===== src/rtl/fetch_pkg.sv =====
// Shared opcodes, FSM state type and branch-target table for the instruction fetch unit.
package fetch_pkg;
  localparam int PC_W  = 10;
  localparam int IW    = 9;
  localparam int OPW   = 4;
  localparam int LUT_W = 5;

  localparam logic [OPW-1:0] OP_BR0  = 4'b0001;
  localparam logic [OPW-1:0] OP_BR1  = 4'b0010;
  localparam logic [OPW-1:0] OP_BR2  = 4'b0011;
  localparam logic [OPW-1:0] OP_LDI  = 4'b1110;
  localparam logic [OPW-1:0] OP_DONE = 4'b1111;

  typedef enum logic [1:0] {IDLE, RUN, IMM, HALT} state_t;

  // Branch targets, indexed by the 5-bit operand of a branch opcode.
  localparam logic [PC_W-1:0] BR_LUT [32] = '{
    10'd8,   10'd12,  10'd16,  10'd20,  10'd24,  10'd28,  10'd32,  10'd36,
    10'd40,  10'd44,  10'd48,  10'd52,  10'd56,  10'd60,  10'd64,  10'd68,
    10'd72,  10'd76,  10'd80,  10'd84,  10'd88,  10'd92,  10'd96,  10'd100,
    10'd104, 10'd108, 10'd112, 10'd116, 10'd120, 10'd124, 10'd128, 10'd132
  };
endpackage


===== src/rtl/instr_fetch_if.sv =====
// Fetch-unit bus: ROM port, decoder-facing issue signals and control handshake.
interface instr_fetch_if #(
  parameter int PC_W  = 10,
  parameter int IW    = 9,
  parameter int OPW   = 4,
  parameter int LUT_W = 5
);
  logic             start;
  logic             branch_taken;
  logic [PC_W-1:0]  rom_addr;
  logic [IW-1:0]    rom_data;
  logic [OPW-1:0]   instr;
  logic [LUT_W-1:0] operand;
  logic             ld_immed;
  logic [7:0]       imm_value;
  logic             valid;
  logic             done;

  modport master (
    input  start, branch_taken, rom_data,
    output rom_addr, instr, operand, ld_immed, imm_value, valid, done
  );
  modport slave (
    output start, branch_taken, rom_data,
    input  rom_addr, instr, operand, ld_immed, imm_value, valid, done
  );
endinterface


===== src/rtl/branch_lut.sv =====
// Combinational branch-target lookup: operand index to program counter.
module branch_lut
  import fetch_pkg::*;
#(
  parameter int PC_W  = 10,
  parameter int LUT_W = 5
) (
  input  logic [LUT_W-1:0] idx,
  output logic [PC_W-1:0]  target
);
  assign target = PC_W'(BR_LUT[idx]);
endmodule


===== src/rtl/instr_fetch.sv =====
// Instruction sequencer: owns the pc, issues one ROM word per cycle to the decoder.
// Optional INSTR_COUNT_EN adds a saturating issued-instruction counter (icount).
module instr_fetch
  import fetch_pkg::*;
#(
  parameter int PC_W  = 10,
  parameter int IW    = 9,
  parameter int OPW   = 4,
  parameter int LUT_W = 5
) (
  input  logic         clk,
  input  logic         reset,
  instr_fetch_if.master bus
`ifdef INSTR_COUNT_EN
  ,
  output logic [15:0]  icount
`endif
);
  state_t           state;
  logic [PC_W-1:0]  pc;
  logic [PC_W-1:0]  target;
  logic [OPW-1:0]   op;
  logic [LUT_W-1:0] opnd;
  logic             is_br;
  logic             valid;
  logic             launch;

  assign op     = bus.rom_data[IW-1 -: OPW];
  assign opnd   = bus.rom_data[LUT_W-1:0];
  assign is_br  = (op == OP_BR0) || (op == OP_BR1) || (op == OP_BR2);
  assign valid  = (state == RUN) || (state == IMM);
  assign launch = bus.start && ((state == IDLE) || (state == HALT));

  branch_lut #(.PC_W(PC_W), .LUT_W(LUT_W)) u_lut (.idx(opnd), .target(target));

  always_ff @(posedge clk) begin
    if (reset) begin
      state <= IDLE;
      pc    <= '0;
    end else begin
      case (state)
        IDLE, HALT:
          if (bus.start) begin
            state <= RUN;
            pc    <= '0;
          end
        RUN:
          if (op == OP_DONE) begin
            state <= HALT;
          end else if (op == OP_LDI) begin
            state <= IMM;
            pc    <= pc + PC_W'(1);
          end else if (is_br && bus.branch_taken) begin
            pc    <= target;
          end else begin
            pc    <= pc + PC_W'(1);
          end
        IMM: begin
          state <= RUN;
          pc    <= pc + PC_W'(1);
        end
        default: state <= IDLE;
      endcase
    end
  end

  always_comb begin
    bus.rom_addr  = pc;
    bus.instr     = '0;
    bus.operand   = '0;
    bus.ld_immed  = 1'b0;
    bus.imm_value = '0;
    bus.valid     = valid;
    bus.done      = (state == HALT);
    if (state == RUN) begin
      bus.instr   = op;
      bus.operand = opnd;
    end
    if (state == IMM) begin
      bus.ld_immed  = 1'b1;
      bus.imm_value = bus.rom_data[7:0];
    end
  end

`ifdef INSTR_COUNT_EN
  always_ff @(posedge clk) begin
    if (reset || launch)
      icount <= '0;
    else if (valid && icount != 16'hFFFF)
      icount <= icount + 16'd1;
  end
`endif
endmodule


===== src/flat_wrapper.sv =====
// flat-port wrapper written by rule: the top's interface ports become plain ports
module instr_fetch_flat import fetch_pkg::*;
#(
  parameter int PC_W  = 10,
  parameter int IW    = 9,
  parameter int OPW   = 4,
  parameter int LUT_W = 5
)
  (clk, reset, bus_start, bus_branch_taken, bus_rom_data, bus_rom_addr, bus_instr, bus_operand, bus_ld_immed, bus_imm_value, bus_valid, bus_done);
  instr_fetch_if #(.PC_W(PC_W), .IW(IW), .OPW(OPW), .LUT_W(LUT_W)) bus_i ();
  input  logic clk;
  input  logic reset;
  input wire logic [$bits(bus_i.start)-1:0] bus_start;
  input wire logic [$bits(bus_i.branch_taken)-1:0] bus_branch_taken;
  input wire logic [$bits(bus_i.rom_data)-1:0] bus_rom_data;
  output wire logic [$bits(bus_i.rom_addr)-1:0] bus_rom_addr;
  output wire logic [$bits(bus_i.instr)-1:0] bus_instr;
  output wire logic [$bits(bus_i.operand)-1:0] bus_operand;
  output wire logic [$bits(bus_i.ld_immed)-1:0] bus_ld_immed;
  output wire logic [$bits(bus_i.imm_value)-1:0] bus_imm_value;
  output wire logic [$bits(bus_i.valid)-1:0] bus_valid;
  output wire logic [$bits(bus_i.done)-1:0] bus_done;
  assign bus_i.start = bus_start;
  assign bus_i.branch_taken = bus_branch_taken;
  assign bus_i.rom_data = bus_rom_data;
  assign bus_rom_addr = bus_i.rom_addr;
  assign bus_instr = bus_i.instr;
  assign bus_operand = bus_i.operand;
  assign bus_ld_immed = bus_i.ld_immed;
  assign bus_imm_value = bus_i.imm_value;
  assign bus_valid = bus_i.valid;
  assign bus_done = bus_i.done;
  instr_fetch #(.PC_W(PC_W), .IW(IW), .OPW(OPW), .LUT_W(LUT_W)) u_core (.clk(clk), .reset(reset), .bus(bus_i));
endmodule

===== config.mk =====
export PLATFORM = sky130hd
export DESIGN_NAME = instr_fetch_flat
export DESIGN_NICKNAME = d
export VERILOG_FILES = /design/src/rtl/fetch_pkg.sv /design/src/rtl/instr_fetch_if.sv /design/src/rtl/branch_lut.sv /design/src/rtl/instr_fetch.sv /design/src/flat_wrapper.sv
export SDC_FILE = /design/constraint.sdc
export NUM_CORES = 1
export LEC_CHECK = 0
export ABC_AREA = 1
export BUFFER_PORTS_ARGS = -buffer_cell sky130_fd_sc_hd__buf_4
export CAP_MARGIN = 20
export CORE_UTILIZATION = 30
export CTS_BUF_LIST = sky130_fd_sc_hd__clkbuf_4 sky130_fd_sc_hd__clkbuf_8
export DETAILED_ROUTE_END_ITERATION = 16
export PLACE_DENSITY = 0.64
export SYNTH_ARGS = -nofsm -noshare
export SYNTH_HDL_FRONTEND = slang
export SYNTH_SLANG_ARGS = --single-unit

===== constraint.sdc =====
create_clock -name clk -period 1.5 [get_ports clk]
set_clock_uncertainty 0.15 [all_clocks]
set_input_delay 0.3 -clock clk [delete_from_list [all_inputs] [get_ports clk]]
set_output_delay 0.3 -clock clk [all_outputs]
set_load 0.005 [all_outputs]

; ---- Word level (Yosys, flattened, before mapping)
; Memory sizes are Yosys's and may differ from the RTL's.
; Index checks and enable logic that the tools add are counted.
[totals]
n_memories = 1
ff_bits = 12
word_cells = 40
mem_bits_ro = 320
inputBits = 13
[op_classes]
eq_ne = 11
order_cmp = 1
reduce_logical = 8
muxes = 15
addsub = 1
bitwise_logic = 1
[memory_table]
columns = memory, words, word_bits, rd, rd_clocked_by_memory_dff, wr, line_no
row1 = (name not given), 32, 10, 1, 0, 0, branch_lut.sv:11  ; assign target = PC_W'(BR_LUT[idx]);
[op_table]
columns = op, count
row1 = $mux 10, 6
row2 = $pmux 10 s3, 1
row3 = $add 10x1->10 const B, 1
row4 = $eq 4x2->1 const B, 2
row5 = $eq 4x4->1 const B, 2
row6 = $mux 8, 1
row7 = $ge 6x6->1 const B, 1
row8 = $mux 2, 3
row9 = $not 5->6, 1
row10 = $pmux 2 s3, 1
row11 = $mux 5, 1
row12 = $eq 2x2->1 const B, 2
row13 = $eq 4x1->1 const B, 1
row14 = $mux 4, 1
row15 = $ne 2x2->1 const B, 2
row16 = $reduce_and 2->1, 2
row17 = $logic_or 1x1->1, 3
row18 = $ne 3x1->1 const B, 1
row19 = $eq 2x1->1 const B, 1
row20 = $logic_not 2->1, 1
row21 = $reduce_or 2->1, 1
row22 = $logic_and 1x1->1, 1
row23 = $mux 1, 1

; ---- Depth between registers and ports, before layout
; Gate-level depths: netlist of the first run.
[logic_depth]
depth_word = 8
depth_mapped = 11

; ---- Modules after synthesis
; Synthesis of the first run repeated with hierarchy kept, for this count alone.
[unflattened]
cells_unflattened = 186
area_unflattened_um2 = 1113.6
[modules_own_cells]
columns = mod, n_inst, cells_each, seq_area_each_um2, area_each_um2
row1 = instr_fetch, 1, 166, 240.2, 1001.0
row2 = branch_lut, 1, 20, 0.0, 112.6

; ---- Worst setup path after synthesis of the first run
; No wires, ideal clock.
[synth_path]
path_kind = register -> register
startpoint = reg u_core.state[0]
endpoint = reg u_core.pc[7] (netlist: u_core.bus.rom_addr[7])
setup_time_ps = 121
stages_incl_launch_ff = 10
arrival_time_ps = 1294
synth_period_minus_slack_ps = 1565
t_required_ps = 1229
slack_ps = -65
cell_sequence = dfxtp_1 -> inv_1 -> ha_1 -> inv_1 -> nor2_1 -> inv_1 -> nand2_2 -> buf_6 -> o211ai_1 -> a21oi_2
[synth_between]
elab_chain_len = 4
word_cells_on_any_way = 9
cone_classes = eq/ne (5) / mux (1) / reduce/logical (3)
[synth_lines]
columns = element, line_no
row1 = from (decl), instr_fetch.sv:19  ; state_t state;
row2 = from (signal assigned), instr_fetch.sv:38  ; state <= IDLE;
row3 = from (signal assigned), instr_fetch.sv:44  ; state <= RUN;
row4 = from (signal assigned), instr_fetch.sv:49  ; state <= HALT;
row5 = $eq 2x2->1 / $logic_not 2->1 (equally long branches), n/a
row6 = $reduce_or 2->1, instr_fetch.sv:41  ; case (state)
row7 = $ne 2x2->1 (no source line), n/a
row8 = $reduce_and 2->1 (no source line), n/a
row9 = to (signal assigned), instr_fetch.sv:52  ; pc <= pc + PC_W'(1);
row10 = to (signal assigned), instr_fetch.sv:54  ; pc <= target;
row11 = to (signal assigned), instr_fetch.sv:56  ; pc <= pc + PC_W'(1);
row12 = to (decl), instr_fetch.sv:20  ; logic [PC_W-1:0] pc;
; Several ways; a longest one is shown, not always the timed one.
; A chain may end at the register's enable or synchronous reset.

; ---- Final worst setup path of the first run
[layout_path]
startpoint = reg u_core.state[0]
endpoint = out bus_valid
[layout_between]
elab_chain_len = 2
word_cells_on_any_way = 3
cone_classes = eq/ne (2) / reduce/logical (1)
[layout_lines]
columns = element, line_no
row1 = $eq 2x1->1 / $eq 2x2->1 (equally long branches), instr_fetch.sv:31  ; assign valid = (state == RUN) || (state == IMM);
row2 = $logic_or 1x1->1 (*), instr_fetch.sv:31
row3 = to (decl), flat_wrapper.sv:21  ; output wire logic [$bits(bus_i.valid)-1:0] bus_valid;
; Mark *: on every way between the ends. The rest lies on a longest branch, timed or not.

==> results.py, run 1 <==
metrics = {
    "synth": {
        "async_reset_ff_share_pct": 0,
        "synth-xor-area-share_pct": 0.832,
        "synth_mux_area_share_pct": 0,
        "ys_ff_latch": 12,
        "synth_common_cells": "nand2_1, inv_1, nor2_1, nand3_1, dfxtp_1",
        "synthAdderAreaFrac_pct": 7.13,
        "synth_area_sq_um": 1050,
        "ys_types": 21,
        "yosysTopAreaCell": "dfxtp_1",
        "synth_compound_area_share_pct": 8.20,
        "synth-simple-area-share_pct": 42.1,
        "synth_top_flop_cell": "dfxtp_1",
        "synth_most_common_cell": "nand2_1",
        "yosysTopAreaCellShare_pct": 22.8,
        "synth_edf_count": 0,
        "netlist_top_cells_area": "dfxtp_1, nand2_1, inv_1",
        "synth_top_family_by_area": "simple AND/OR/NAND/NOR gates",
        "ys.warnings.count": 0,
        "syn_nets": 205,
        "synth_seq_area_share_pct": 22.8,
        "synthCells": 186,
        "postSynthAreaPerCell_sq_um": 5.66,
    },
    "clock_network": {
        "clockBufferDepth": 2,
        "cts_max_level": 1,
        "clk_pin_slew_ps": 70,
        "cts_buffers": 3,
        "cts_tree": "yes",
        "clock_latency_ps": 270,
        "root_buffer": "clkbuf_4",
        "clock_sinks": 12,
    },
    "die": {
        "die_h_microns": 61.2,
        "start_util_pct": 31.5,
        "num_rows": 21,
        "fp.dieW_microns": 61.2,
        "io_pins": 43,
        "core_sq_um": 3340,
        "dieArea_sq_um": 3750,
    },
    "route": {
        "drtIter0Drc": 33,
        "drc": 0,
        "routed_wl_microns": 2890,
        "vias": 1303,
        "drtAntennaViolNets": 0,
        "avgRoutedWirePerCell_microns": 9.75,
        "drt_first_pass_iters": 4,
        "avgViaCountPerCell": 4.40,
    },
    "power_and_ir_drop": {
        "clockPowerShare_pct": 10.7,
        "p_per_area_nw_per_um2": 1020,
        "p_total_mw": 1.80,
        "power.switching_mw": 0.721,
        "sw_frac_of_total_pct": 40.1,
        "intPower_mw": 1.08,
        "ir_drop_mv": 0.398,
        "p_leak_nw": 0.992,
        "p_comb_share_pct": 67.6,
        "power_frac_seq_pct": 21.8,
    },
    "layout": {
        "fin_cells": 296,
        "syn_to_final_growth_pct": 67.1,
        "diodes": 0,
        "fillers": 331,
        "finalNetCount": 271,
        "drive_above_1_share_pct": 43.6,
        "design_area_sq_um": 1760,
    },
    "timing": {
        "period_minus_slack_ps": 1650,
        "fmax_mhz": 606,
        "finalHoldViolCount": 0,
        "fin_setup_tns_ps": -2050,
        "worstMarginPinSlew_ps": 204,
        "slew_headroom_pct": 86.3,
        "fin_crit_sh_pct": 110,
        "setup_viol": 27,
        "slew_violations": 0,
        "rsz0062_at_grt": "true",
        "finalWorstSetupSlack_ps": -151,
        "hold_ws_ps": 92.0,
    },
    "critical_path": {
        "worstSetupStartpointType": "register",
        "r2r_setup_slack_ps": -90,
        "critPathLaunch": "u_core.state[0]$_SDFFE_PP0P_",
        "arrival_ps": 1200,
        "crit_path_max_fanout": 3,
        "crit_required_ps": 1050,
        "worstSetupPathType": "reg2out",
        "r2r-start": "u_core.state[1]$_SDFFE_PP0P_",
        "crit_path_end_kind": "output pin",
    },
    "min_path": {
        "hp-class": "in2reg",
        "hp-start": "reset",
    },
    "outcome": {
        "violations": "negative setup slack",
        "status": "finished with violations",
    },
    "placed_design": {
        "io_buffers": 42,
        "hpwl_microns": 2150,
        "place_congestion": 0.829,
        "numPlacedInstances": 281,
        "dpl_cell_area_sq_um": 1490,
    },
    "global_route": {
        "antenna_found_initial": 0,
        "track_usage_pct": 16.0,
        "grt_overflow": 0,
        "grt_pass1_wl_microns": 4490,
        "grt_max_degree": 12,
        "grt_pass1_vias": 1057,
    },
    "run": {
        "cap_viol_max_count": 0,
    },
}
-- sequential cells by signal, indices dropped and copies added, names as in the netlist --
register / cells
u_core.state: 2
u_core.bus.rom_addr: 10
-- through the flow --
step / setup WS [ps] / utilization [%]
after floorplan: -4.16 / -
after global placement: -100 / 44.7
after detailed placement: -124 / 44.7
after CTS: -146 / 50.5
after global routing: -194 / 52.7
final: -151 / 52.7
-- placed cells by master (no fill, tap or decap) --
cell,n
buf_4,52
nand2_1,45
inv_1,31
nor2_1,17
nand3_1,14
buf_6,13
inv_2,10
nand2_2,10
nand4_1,9
dfxtp_1,8
a21oi_1,6
nand2_4,4
nor2_2,4
o21ai_0,3
a21oi_2,3
ha_1,3
ha_4,3
clkbuf_4,3
inv_4,2
dfxtp_2,2
dfxtp_4,2
a211oi_1,1
o21bai_1,1
o211ai_1,1
nand3_2,1
xor2_1,1
nand3b_1,1
-- worst paths after layout --
kind	cells after the start	to
hold / removal	2	u_core.state[1]$_SDFFE_PP0P_
setup / recovery	5	bus_valid
setup reg to reg	9	u_core.bus.rom_addr[5]$_SDFFE_PP0P_
hold reg to reg	2	u_core.bus.rom_addr[1]$_SDFFE_PP0P_
-- layout make-up --
| class | count | area [sq um] | area share (%) |
|---|---|---|---|
| clock buffer | 3 | 22.5 | 1.28 |
| inverter | 43 | 166 | 9.47 |
| multi-input combinational | 127 | 724 | 41.2 |
| sequential | 12 | 250 | 14.2 |
| tap | 46 | 57.6 | 3.27 |
| timing repair buffer | 65 | 537 | 30.5 |
-- kinds of logic after synthesis --
| logic type | count (synthesis) |
|---|---|
| adders and majority gates | 6 |
| buffers and inverters | 48 |
| DFF | 12 |
| xor gates and xnor gates | 1 |
| and+or+nand+nor | 104 |
| AOI/OAI and AO/OA | 15 |
-- power by group through the flow --
stage | Sequential, mW | Combinational [mW] | Clock, mW
after CTS | 0.387 | 1.13 | 0.201
after floorplan | 0.382 | 0.475 | 0
after global routing | 0.395 | 1.33 | 0.219
after global placement | 0.380 | 0.850 | 0
after detailed placement | 0.381 | 0.852 | 0
final | 0.392 | 1.22 | 0.192
-- critical path, cell delays in order, from the launching register on --
cell,delay [ps]
dfxtp_4,380
inv_4,40
ha_4,260
inv_2,40
buf_6,110
buf_6,100
-- timing repair --
action	in CTS	in global routing
pin swaps	5	4
resized for setup	43	13
hold buffers	0	0
buffers inserted	8	4
endpoints found under the setup margin	31	32
cloned	1	0
-- routing by layer --
| metal | GRT usage, % | part of all wire [%] |
|---|---|---|
| met1 | 19.1 | 44 |
| met2 | 28.3 | 51 |
| met3 | 4.62 | 4.8 |
| met4 | 3.90 | 0.49 |
| met5 | 0 | 0 |
Power figures use the tool's default switching activity.
==> run 2: changes to the inputs <==
--- a/config.mk
+++ b/config.mk
@@ -8,6 +8,7 @@
 export ABC_AREA = 1
 export BUFFER_PORTS_ARGS = -buffer_cell sky130_fd_sc_hd__buf_4
 export CAP_MARGIN = 20
+export CORE_ASPECT_RATIO = 1.2
 export CORE_UTILIZATION = 30
 export CTS_BUF_LIST = sky130_fd_sc_hd__clkbuf_4 sky130_fd_sc_hd__clkbuf_8
 export DETAILED_ROUTE_END_ITERATION = 16
==> results.py, run 2 (synthesis results as in run 1) <==
metrics = {
    "critical_path": {
        "crit_required_ps": 1050,
        "cp_num_buf_inv": 4,
        "critPathMaxStageDelay_ps": 370,
        "slowest_stage": "dfxtp_4",
        "crit_path_end_kind": "output pin",
        "arrival_ps": 1180,
        "crit_path_max_fanout": 3,
        "path_cells": "inv_4 -> ha_4 -> inv_4 -> buf_6 -> buf_6",
        "worstSetupPathType": "reg2out",
        "worstSetupStartpointType": "register",
        "critPathTopFamily": "flip-flops",
    },
    "power_and_ir_drop": {
        "p_per_area_nw_per_um2": 1090,
        "p_leak_nw": 0.949,
        "ir_drop_mv": 0.548,
        "p_total_mw": 1.86,
    },
    "die": {
        "core_sq_um": 3340,
        "start_util_pct": 31.5,
        "fp.dieW_microns": 56.1,
        "io_pins": 43,
        "die_h_microns": 66.9,
        "dieArea_sq_um": 3750,
        "num_rows": 23,
    },
    "route": {
        "routed_wl_microns": 2930,
        "drc": 0,
        "drtAntennaViolNets": 0,
        "avgViaCountPerCell": 4.59,
        "drt_first_pass_iters": 4,
        "avgRoutedWirePerCell_microns": 10.4,
        "drtIter0Drc": 32,
        "vias": 1293,
    },
    "timing": {
        "fin_setup_tns_ps": -1370,
        "setup_viol": 21,
        "slew_violations": 0,
        "finalHoldViolCount": 0,
        "worstMarginPinSlew_ps": 242,
        "fin_crit_sh_pct": 109,
        "slew_headroom_pct": 83.9,
        "fmax_mhz": 614,
        "period_minus_slack_ps": 1630,
        "finalWorstSetupSlack_ps": -128,
        "hold_ws_ps": 135,
        "rsz0062_at_grt": "true",
    },
    "global_route": {
        "antenna_found_initial": 0,
        "grt_max_degree": 12,
        "grt_pass1_vias": 1169,
        "track_usage_pct": 16.3,
        "grt_overflow": 0,
        "grt_pass1_wl_microns": 4870,
    },
    "clock_network": {
        "clk_pin_slew_ps": 60,
        "cts_max_level": 1,
        "clockBufferDepth": 2,
        "cts_tree": "yes",
        "cts_buffers": 3,
        "clock_latency_ps": 240,
        "clock_sinks": 12,
        "root_buffer": "clkbuf_8",
    },
    "placed_design": {
        "io_buffers": 42,
        "hpwl_microns": 2170,
        "place_congestion": 0.847,
        "dpl_cell_area_sq_um": 1480,
    },
    "run": {
        "cap_viol_max_count": 0,
    },
    "layout": {
        "drive_above_1_share_pct": 40.0,
        "largest_reg_flops": 10,
        "diodes": 0,
        "layout_commonest_cell": "nand2_1",
        "finalNetCount": 265,
        "syn_to_final_growth_pct": 61.5,
        "design_area_sq_um": 1700,
        "final_cell_mix": "nand2_1, buf_4, inv_1, nor2_1, nand3_1",
    },
    "outcome": {
        "status": "finished with violations",
        "violations": "negative setup slack",
    },
    "min_path": {
        "hp-class": "in2reg",
    },
}
==> run 2: repair_timing <==
item                                    in CTS  in global routing
endpoints found under the setup margin      29                 31
hold buffers                                 0                  0
pin swaps                                    4                  2
setup buffers                                4                  1
gates cloned                                 1                  0
resized for setup                           29                 19
==> run 2: worst register-to-register path, delay by kind of cell, from the launching register on <==
family,cells,cell delay [ps]
AND/OR/NAND/NOR,1,40
buffers and inverters,4,310
AO/OA/AOI/OAI,2,340
flip-flops,1,370
adder cells (fa/ha/maj),1,240
==> run 2: path summary, 6_finish.rpt <==
kind / end / slack [ps] / start / depth (start not counted)
setup / recovery: bus_valid / -130 / u_core.state[0]$_SDFFE_PP0P_ / 5
hold / removal: u_core.bus.rom_addr[1]$_SDFFE_PP0P_ / 130 / reset / 2
setup reg to reg: u_core.state[0]$_SDFFE_PP0P_ / -40 / u_core.state[0]$_SDFFE_PP0P_ / 8
hold reg to reg: u_core.bus.rom_addr[1]$_SDFFE_PP0P_ / 350 / u_core.bus.rom_addr[1]$_SDFFE_PP0P_ / 2
==> run 2: cell type report <==
cell class,instances,area [sq um]
Sequential cell,12,250
Inverter,43,169
Timing Repair Buffer,59,492
Tap cell,37,46.3
Multi-Input combinational cell,127,687
Clock buffer,4,55.1
Fill cell,350,1640
==> run 2: where the power goes <==
| group | internal [mW] | total (mW) | switching (mW) |
|---|---|---|---|
| combinational | 0.554 | 1.11 | 0.553 |
| sequential | 0.357 | 0.392 | 0.0358 |
| clock | 0.232 | 0.358 | 0.126 |
| total | 1.14 | 1.86 | 0.715 |
==> run 2: routing by layer <==
metal  up-vias  part of all wire [%]  GRT usage (%)
met5         -                     0              0
met4         0                   2.5           7.32
met3         7                   2.8          0.777
met2        29                    50           29.6
met1       571                    45           19.9
li1        686                     -              -
==> run 2: stage by stage <==
stage               util, %  std cells  setup WS (ps)
floorplan                 -        186          -4.16
global placement       44.3        272          -91.7
detailed placement     44.3        272           -113
CTS                    49.3        281           -133
global route           50.9        282           -171
finish                 50.9        282           -128
==> run 3: changes to the inputs <==
--- a/config.mk
+++ b/config.mk
@@ -6,13 +6,13 @@
 export NUM_CORES = 1
 export LEC_CHECK = 0
 export ABC_AREA = 1
-export BUFFER_PORTS_ARGS = -buffer_cell sky130_fd_sc_hd__buf_4
 export CAP_MARGIN = 20
 export CORE_ASPECT_RATIO = 1.2
 export CORE_UTILIZATION = 30
 export CTS_BUF_LIST = sky130_fd_sc_hd__clkbuf_4 sky130_fd_sc_hd__clkbuf_8
 export DETAILED_ROUTE_END_ITERATION = 16
-export PLACE_DENSITY = 0.64
+export DONT_BUFFER_PORTS = 1
+export PLACE_DENSITY = 0.53
 export SYNTH_ARGS = -nofsm -noshare
 export SYNTH_HDL_FRONTEND = slang
 export SYNTH_SLANG_ARGS = --single-unit
==> constraint.sdc (replaced) <==
create_clock -name clk -period 1.5 [get_ports clk]
set_clock_uncertainty 0.15 [all_clocks]
set_input_delay 0.15 -clock clk [delete_from_list [all_inputs] [get_ports clk]]
set_output_delay 0.15 -clock clk [all_outputs]
set_load 0.005 [all_outputs]
==> results.py, run 3 (synthesis results as in run 1) <==
metrics = {
    "die": {
        "die_h_microns": 66.9,
        "start_util_pct": 31.5,
        "core_sq_um": 3340,
        "dieArea_sq_um": 3750,
        "fp.dieW_microns": 56.1,
        "num_rows": 23,
        "io_pins": 43,
    },
    "timing": {
        "fin_crit_sh_pct": 100,
        "finalHoldViolCount": 0,
        "fmax_mhz": 667,
        "slew_violations": 0,
        "slew_headroom_pct": 77.3,
        "worstMarginPinSlew_ps": 339,
        "setup_viol": 0,
        "rsz0062_at_grt": "true",
        "fin_setup_tns_ps": 0,
        "period_minus_slack_ps": 1500,
    },
    "clock_network": {
        "clk_pin_slew_ps": 60,
        "cts_max_level": 1,
        "clock_sinks": 12,
        "cts_tree": "yes",
        "cts_buffers": 3,
        "clock_latency_ps": 250,
        "clockBufferDepth": 2,
        "root_buffer": "clkbuf_8",
    },
    "power_and_ir_drop": {
        "sw_frac_of_total_pct": 41.6,
        "power.switching_mw": 0.750,
        "p_leak_nw": 0.772,
        "intPower_mw": 1.05,
        "clockPowerShare_pct": 20.6,
        "power_frac_seq_pct": 21.8,
        "ir_drop_mv": 0.612,
        "p_total_mw": 1.80,
        "p_per_area_nw_per_um2": 1240,
        "p_comb_share_pct": 57.6,
    },
    "global_route": {
        "grt_pass1_vias": 1040,
        "grt_pass1_wl_microns": 4750,
        "track_usage_pct": 16.3,
        "antenna_found_initial": 0,
        "grt_overflow": 0,
        "grt_max_degree": 11,
    },
    "critical_path": {
        "worstSetupStartpointType": "register",
        "crit_path_max_fanout": 3,
        "reg2reg_depth": 9,
        "critPathMaxStageDelay_ps": 370,
        "crit_path_end_kind": "register",
        "crit_required_ps": 1470,
        "cp_num_buf_inv": 3,
        "arrival_ps": 1470,
        "critPathTopFamily": "flip-flops",
        "cp_num_cells": 9,
        "slowest_stage": "dfxtp_4",
        "worstSetupPathType": "reg2reg",
        "path_cells": "inv_4 -> ha_4 -> inv_2 -> nor2_4 -> buf_4 -> a21oi_4 -> nand2_2 -> nor2_2 -> a211oi_2",
    },
    "min_path": {
        "hp-class": "in2reg",
        "hold_depth": 4,
    },
    "route": {
        "routed_wl_microns": 2950,
        "avgViaCountPerCell": 4.74,
        "vias": 1161,
        "avgRoutedWirePerCell_microns": 12.1,
        "drc": 0,
        "drtIter0Drc": 32,
        "drtAntennaViolNets": 0,
        "drt_first_pass_iters": 4,
    },
    "outcome": {
        "status": "finished clean",
    },
    "placed_design": {
        "numPlacedInstances": 237,
        "hpwl_microns": 2090,
        "io_buffers": 0,
        "dpl_cell_area_sq_um": 1220,
        "place_congestion": 0.814,
    },
    "layout": {
        "final_util_pct": 43.4,
        "syn_to_final_growth_pct": 37.7,
        "final_cell_mix": "nand2_1, inv_1, nor2_1, nand3_1, buf_4",
        "layout_commonest_cell": "nand2_1",
        "largest_reg_flops": 10,
        "finalNetCount": 228,
        "drive_above_1_share_pct": 29.3,
        "design_area_sq_um": 1450,
        "fin_cells": 245,
        "diodes": 0,
    },
    "run": {
        "cap_viol_max_count": 0,
    },
}
-- run 3: final cells by class --
cell class | count | area, sq um
Inverter | 43 | 166
Clock buffer | 4 | 55.1
Sequential cell | 12 | 250
Fill cell | 360 | 1890
Tap cell | 37 | 46.3
Timing Repair Buffer | 22 | 196
Multi-Input combinational cell | 127 | 734
-- run 3: worst paths after layout --
check | start | endpoint | slack, ps
setup / recovery | u_core.state[0]$_SDFFE_PP0P_ | u_core.state[0]$_SDFFE_PP0P_ | 0.6
hold / removal | bus_rom_data[0] | u_core.bus.rom_addr[2]$_SDFFE_PP0P_ | 30
setup reg to reg | u_core.state[0]$_SDFFE_PP0P_ | u_core.state[0]$_SDFFE_PP0P_ | 0.6
hold reg to reg | u_core.bus.rom_addr[1]$_SDFFE_PP0P_ | u_core.bus.rom_addr[1]$_SDFFE_PP0P_ | 340
-- run 3: power by group through the flow --
| stage | clock [mW] | combinational [mW] | sequential (mW) |
|---|---|---|---|
| final | 0.371 | 1.04 | 0.393 |
| after global routing | 0.395 | 1.14 | 0.398 |
| after CTS | 0.375 | 0.906 | 0.386 |
| after detailed placement | 0 | 0.741 | 0.378 |
| after global placement | 0 | 0.742 | 0.377 |
| after floorplan | 0 | 0.486 | 0.382 |
-- run 3: what timing repair did --
item,CTS,global route
cloned,2,0
gates resized for setup,21,30
hold buffers,2,0
hold endpoints to repair,8,0
setup endpoints to repair,18,19
setup buffers,0,0
pin swaps,2,8
-- run 3: through the flow --
stage / hold WS (ps) / setup slack [ps]
after floorplan: 61.7 / -3.01
after global placement: 64.9 / -81.1
after detailed placement: 66.1 / -127
after CTS: 13.1 / 0.779
after global routing: 74.1 / -99.3
final: 30.8 / 0.644
-- run 3: metal layers --
metal	vias up	routed length (microns)	track usage (%)
met2	39	1440	28.9
met3	5	150	2.91
li1	610	-	-
met4	0	53	6.40
met1	507	1310	19.4
met5	-	0	0
-- run 3: worst min-delay path, cell delays in order --
cell and delay [ps]:
nand4_1 80, nand3_1 80, nand2_1 60, inv_1 30
